<file path="config.mk">
export PLATFORM = sky130hd
export DESIGN_NAME = dreg_serial_tx
export DESIGN_NICKNAME = d
export VERILOG_FILES = /design/src/rtl/dreg_serial_tx.sv
export SDC_FILE = /design/constraint.sdc
export NUM_CORES = 1
export LEC_CHECK = 0
export ABC_AREA = 1
export CORE_MARGIN = 10
export CORE_UTILIZATION = 45
export CTS_CLUSTER_DIAMETER = 60
export CTS_CLUSTER_SIZE = 8
export DETAILED_ROUTE_END_ITERATION = 10
export GPL_ROUTABILITY_DRIVEN = 0
export GPL_TIMING_DRIVEN = 0
export PLACE_DENSITY_LB_ADDON = 0.2
export SYNTH_ARGS = -nofsm -noshare
export SYNTH_HDL_FRONTEND = slang
export SYNTH_SLANG_ARGS = --single-unit
</file>
<file path="constraint.sdc">
create_clock -name clk -period 1.89 [get_ports clk]
set_input_delay 0.2835 -clock clk [delete_from_list [all_inputs] [get_ports clk]]
set_output_delay 0.2835 -clock clk [all_outputs]
set_load 0.005 [all_outputs]
</file>
<file path="src/rtl/dreg_serial_tx.sv">
// Serial transmitter for the 4-bit D-register bank: small FIFO, then start/data MSB-first/even parity/stop framing.
// tx is registered from the next-state view so the line never glitches.
module dreg_serial_tx #(
    parameter int WIDTH     = 4,
    parameter int DIV       = 4,
    parameter int DEPTH     = 2,
    parameter int PARITY_EN = 1
) (
    input  logic                           clk,
    input  logic                           rest,
    input  logic [WIDTH-1:0]               din,
    input  logic                           din_valid,
    output logic                           din_ready,
    output logic                           tx,
    output logic                           busy,
    output logic                           frame_done,
    output logic [$clog2(DEPTH+1)-1:0]     fifo_count
);

    localparam int CW = $clog2(DEPTH + 1);
    localparam int PW = (DEPTH > 1) ? $clog2(DEPTH) : 1;
    localparam int DW = (DIV > 1) ? $clog2(DIV) : 1;
    localparam int BW = (WIDTH > 1) ? $clog2(WIDTH) : 1;

    typedef enum logic [2:0] {IDLE, START, DATA, PARITY, STOP} state_t;

    state_t             state, state_n;
    logic [WIDTH-1:0]   mem [DEPTH];
    logic [PW-1:0]      wptr, rptr;
    logic [DW-1:0]      divcnt;
    logic [BW-1:0]      bitcnt;
    logic [WIDTH-1:0]   shreg, shreg_n;
    logic               par, par_n;
    logic               tx_n;
    logic               push, pop, nonempty, div_last, bit_last;

    assign nonempty  = (fifo_count != '0);
    assign din_ready = (fifo_count < CW'(DEPTH));
    assign push      = din_valid & din_ready;
    assign div_last  = (divcnt == DW'(DIV - 1));
    assign bit_last  = (bitcnt == BW'(WIDTH - 1));
    assign pop       = nonempty & ((state == IDLE) | ((state == STOP) & div_last));

    // FIFO storage and pointers
    always_ff @(posedge clk) begin
        if (push) begin
            mem[wptr] <= din;
        end
    end

    always_ff @(posedge clk or posedge rest) begin
        if (rest) begin
            wptr       <= '0;
            rptr       <= '0;
            fifo_count <= '0;
        end else begin
            if (push) begin
                wptr <= (wptr == PW'(DEPTH - 1)) ? '0 : wptr + 1'b1;
            end
            if (pop) begin
                rptr <= (rptr == PW'(DEPTH - 1)) ? '0 : rptr + 1'b1;
            end
            case ({push, pop})
                2'b10:   fifo_count <= fifo_count + 1'b1;
                2'b01:   fifo_count <= fifo_count - 1'b1;
                default: fifo_count <= fifo_count;
            endcase
        end
    end

    // State register
    always_ff @(posedge clk or posedge rest) begin
        if (rest) begin
            state <= IDLE;
            tx    <= 1'b1;
        end else begin
            state <= state_n;
            tx    <= tx_n;
        end
    end

    // Next-state and datapath next values
    always_comb begin
        state_n = state;
        shreg_n = shreg;
        par_n   = par;
        case (state)
            IDLE:    if (nonempty) state_n = START;
            START:   if (div_last) state_n = DATA;
            DATA: begin
                if (div_last) begin
                    shreg_n = shreg << 1;
                    if (bit_last) state_n = (PARITY_EN != 0) ? PARITY : STOP;
                end
            end
            PARITY:  if (div_last) state_n = STOP;
            STOP:    if (div_last) state_n = nonempty ? START : IDLE;
            default: state_n = IDLE;
        endcase
        if (pop) begin
            shreg_n = mem[rptr];
            par_n   = ^mem[rptr];
        end
    end

    // Outputs
    always_comb begin
        tx_n = 1'b1;
        case (state_n)
            START:   tx_n = 1'b0;
            DATA:    tx_n = shreg_n[WIDTH-1];
            PARITY:  tx_n = par_n;
            default: tx_n = 1'b1;
        endcase
        busy       = (state != IDLE);
        frame_done = (state == STOP) & div_last;
    end

    always_ff @(posedge clk or posedge rest) begin
        if (rest) begin
            divcnt <= '0;
            bitcnt <= '0;
            shreg  <= '0;
            par    <= 1'b0;
        end else begin
            divcnt <= ((state == IDLE) || div_last) ? '0 : divcnt + 1'b1;
            if (state == DATA && div_last) begin
                bitcnt <= bit_last ? '0 : bitcnt + 1'b1;
            end
            shreg <= shreg_n;
            par   <= par_n;
        end
    end

endmodule

</file>
==> results of run 1 <==
final cells by class:
class,count,area [sq um]
Sequential cell,25,667
Multi-Input combinational cell,94,510
Clock inverter,1,7.51
Buffer,1,5.00
Clock buffer,3,22.5
Fill cell,273,1260
Timing Repair Buffer,12,119
Inverter,21,81.3
Tap cell,31,38.8
sequential cells by signal (all words and copies together) (netlist names), 2 cells and up:
signal,cells
divcnt,2
fifo_count,2
bitcnt,2
mem,8
shreg,4
state,3
power breakdown:
part           switching [W]  total [W]  leakage (nW)  internal [W]
logic               0.000619    0.00109         0.408      0.000469
registers           0.000135   0.000916         0.279      0.000781
clock network       0.000160   0.000241        0.0139     0.0000807
total               0.000914    0.00225         0.702       0.00133
what timing repair did:
item	4_1_cts	5_1_grt
pin swaps	0	1
setup endpoints to repair	1	2
resized for setup	2	2
stage by stage:
step           instance area [sq um]  cells  hold WS [ns]  power, W  utilization [%]
4_1_cts                         1430    188         0.341   0.00224             52.9
5_1_grt                         1450    188         0.367   0.00249             53.6
2_1_floorplan                   1240    141         0.209   0.00169                -
3_3_place_gp                    1400    184         0.447   0.00194             51.8
6_report                        1450    188         0.323   0.00225             53.6
3_5_place_dp                    1400    184         0.462   0.00199             51.8
metal layers:
layer | vias to the layer above | part of all wire, % | global-route usage, %
li1 | 474 | - | -
met1 | 381 | 47 | 10.3
met2 | 9 | 47 | 14.0
met3 | 2 | 4.9 | 3.13
met5 | - | 0 | 0
met4 | 0 | 0.77 | 3.80
cells by family (layout without fill, tap and decap cells):
family                     count (synthesis)  after routing  share of synthesized area (%)
xor gates and xnor gates                   4              4                           2.82
buffers and inverters                     22             38                           6.94
and+or+nand+nor                           72             72                           24.3
DFF                                       25             25                           53.6
muxes                                      1              1                          0.905
adders and majority gates                  4              4                           4.02
AOI/OAI and AO/OA                         13             13                           7.34
placed cells by master, fill, tap and decap left out, types with 2 or more instances in the layout:
cell type | synthesis | layout
ha_1 | 4 | 2
clkbuf_4 | 0 | 3
clkdlybuf4s50_1 | 0 | 11
dfrtp_1 | 16 | 16
nand2_1 | 51 | 51
a22oi_1 | 2 | 2
nor2_1 | 6 | 6
nor2_2 | 3 | 2
inv_2 | 3 | 3
a21oi_1 | 2 | 2
xor2_1 | 3 | 3
edfxtp_1 | 8 | 8
o21ai_0 | 6 | 6
nand3_1 | 6 | 6
inv_1 | 17 | 17
worst min path at each step:
stage	from	endpoint	depth (start not counted)
6_report	rest	fifo_count[1]$_DFFE_PP0P_	2
4_1_cts	rest	fifo_count[1]$_DFFE_PP0P_	2
2_1_floorplan	rest	bitcnt[0]$_DFFE_PP0P_	1
5_1_grt	rest	wptr$_DFFE_PP0P_	2
3_3_place_gp	divcnt[0]$_DFF_PP0_	divcnt[0]$_DFF_PP0_	1
3_5_place_dp	divcnt[0]$_DFF_PP0_	divcnt[0]$_DFF_PP0_	1
==> results.md, run 1 <==
* Worst path arrival time at between 1.5 and 2 ns
* Peak supply drop at between 0.8 and 0.9 mV
* Area share of the largest cell type after synthesis at 32.2%
* Gr usage total at a little under 9%
* CP top delay family: flip-flops
* Ports at 13
* Die Span X at approximately 73 um
* Critical path peak fanout at 7
* Critical path's largest stage delay at roughly 0.49 ns
* Yosys reg bits at 25
* DP Wirelength at ~1600 um
* Vias in the first global route at 900
* RSZ-0062 raised after global routing: false
* Final WL at around 2100 um
* H-tree depth at 1
* Crit. End Element: output port
* Clock-pin slew on the worst setup and hold paths at ~0.14 ns
* Hold Path Class: input port to asynchronous set/reset pin
* Setup repair bufs after CTS at 0
* Pre-CTS setup slack at between 0.04 and 0.05 ns
* # rows at 19
* Starting Density at roughly 46%
* Max Clock Freq at 0.555 GHz
* Crit path buffers/inverters at 1
* Setup ws final at about 0.087 ns
* Skew-Pair Late Insertion Delay at roughly 0.32 ns
* Period utilization at around 95%
* Critical Path Start Type: register
* CP Class: register to output port
* Req. time, crit path at between 1.5 and 2 ns
* Die area at 0.00527 sq mm
* Total grt overflow at 0
* Post-Syn Area at around 0.0012 sq mm
* Synth area leaders: dfrtp_1 (32%), edfxtp_1 (19%), nand2_1 (15%), inv_1 (5.1%), ha_1 (4.0%)
* FFs w/ async S/R, synth at just under 70%
* Initial DRC count at 31
* Drt pass-1 iters at 4
* R2r startpoint: divcnt[0]$_DFF_PP0_
* Die Ht at about 73 um
* Slew Limit Fails at 0
* Post-synth top cells: nand2_1 (51), inv_1 (17), dfrtp_1 (16)
* Routed len/inst at 11.1 um
* FF-to-FF setup slack at roughly 0.21 ns
* P per Cell Area at ~1500 mW/mm^2
* Vias at between 800 and 900
* Worst path slowest cell: dfrtp_1
* Top-count cell post-synth: nand2_1
* Setup TNS at 0 ns
* Clock Skews at 0.0104 ns
* Final net count at between 150 and 200
* Slew margin rel. at about three fifths
* Min Tclk post-route at approximately 1.8 ns
* IO buf count at 12
* P_leak at 0.702 nW
* Warnings from Yosys at 0
* Area growth syn-to-layout at 16.7%
* Antenna cell count at 0
* Initial antenna violation count at 0
* Routed Antenna Nets at 0
* EDFF count, synth at 8
* Slew @ Worst Pin at roughly 0.63 ns
* Dominant cell type by area after synthesis: dfrtp_1
* Worst r2r path cells at 7
* Max cap viols at 0
* Clock Sinks at 25
* Distinct cells, synth at 27
* Syn_nets at ~150
* Syn avg cell area at between 8 and 9 sq um
* Ys flop type: dfrtp_1
* Root buf cell: clkbuf_4
* Beginning of the critical path: state[0]$_DFF_PP0_
* Post-synthesis sequential area ratio at 53.6%
* Setup crit end: busy
* CTS Buf Count at 3
* Status: completed
* CTS tree: yes
* Core Box Area at approximately 0.0027 sq mm
* Critical path depth at 3
* DR vias/cell at 4.61
* Clk buf depth at 2
* Largest net degree at the start of global routing at 18
* Hold_buf cts at 0
* Final Hold Viols at 0
* Setup violations, final at 0
* DRC at 0
* CP Cell Sequence: nor2_4, nand2_1, clkdlybuf4s50_1
* First-pass GRT wire length at ~3800 um
* Cells after synthesis at between 100 and 150
* Share of cells above drive strength 1 at between 10% and 20%
* Reg2reg end: fifo_count[1]$_DFFE_PP0P_
Power figures use the tool's default switching activity.
==> inputs of run 2 (changes only) <==
CTS_CLUSTER_SIZE = unset   (was 8)
==> results of run 2 <==
Final layout, timing and power as in run 1 (identical DEF).
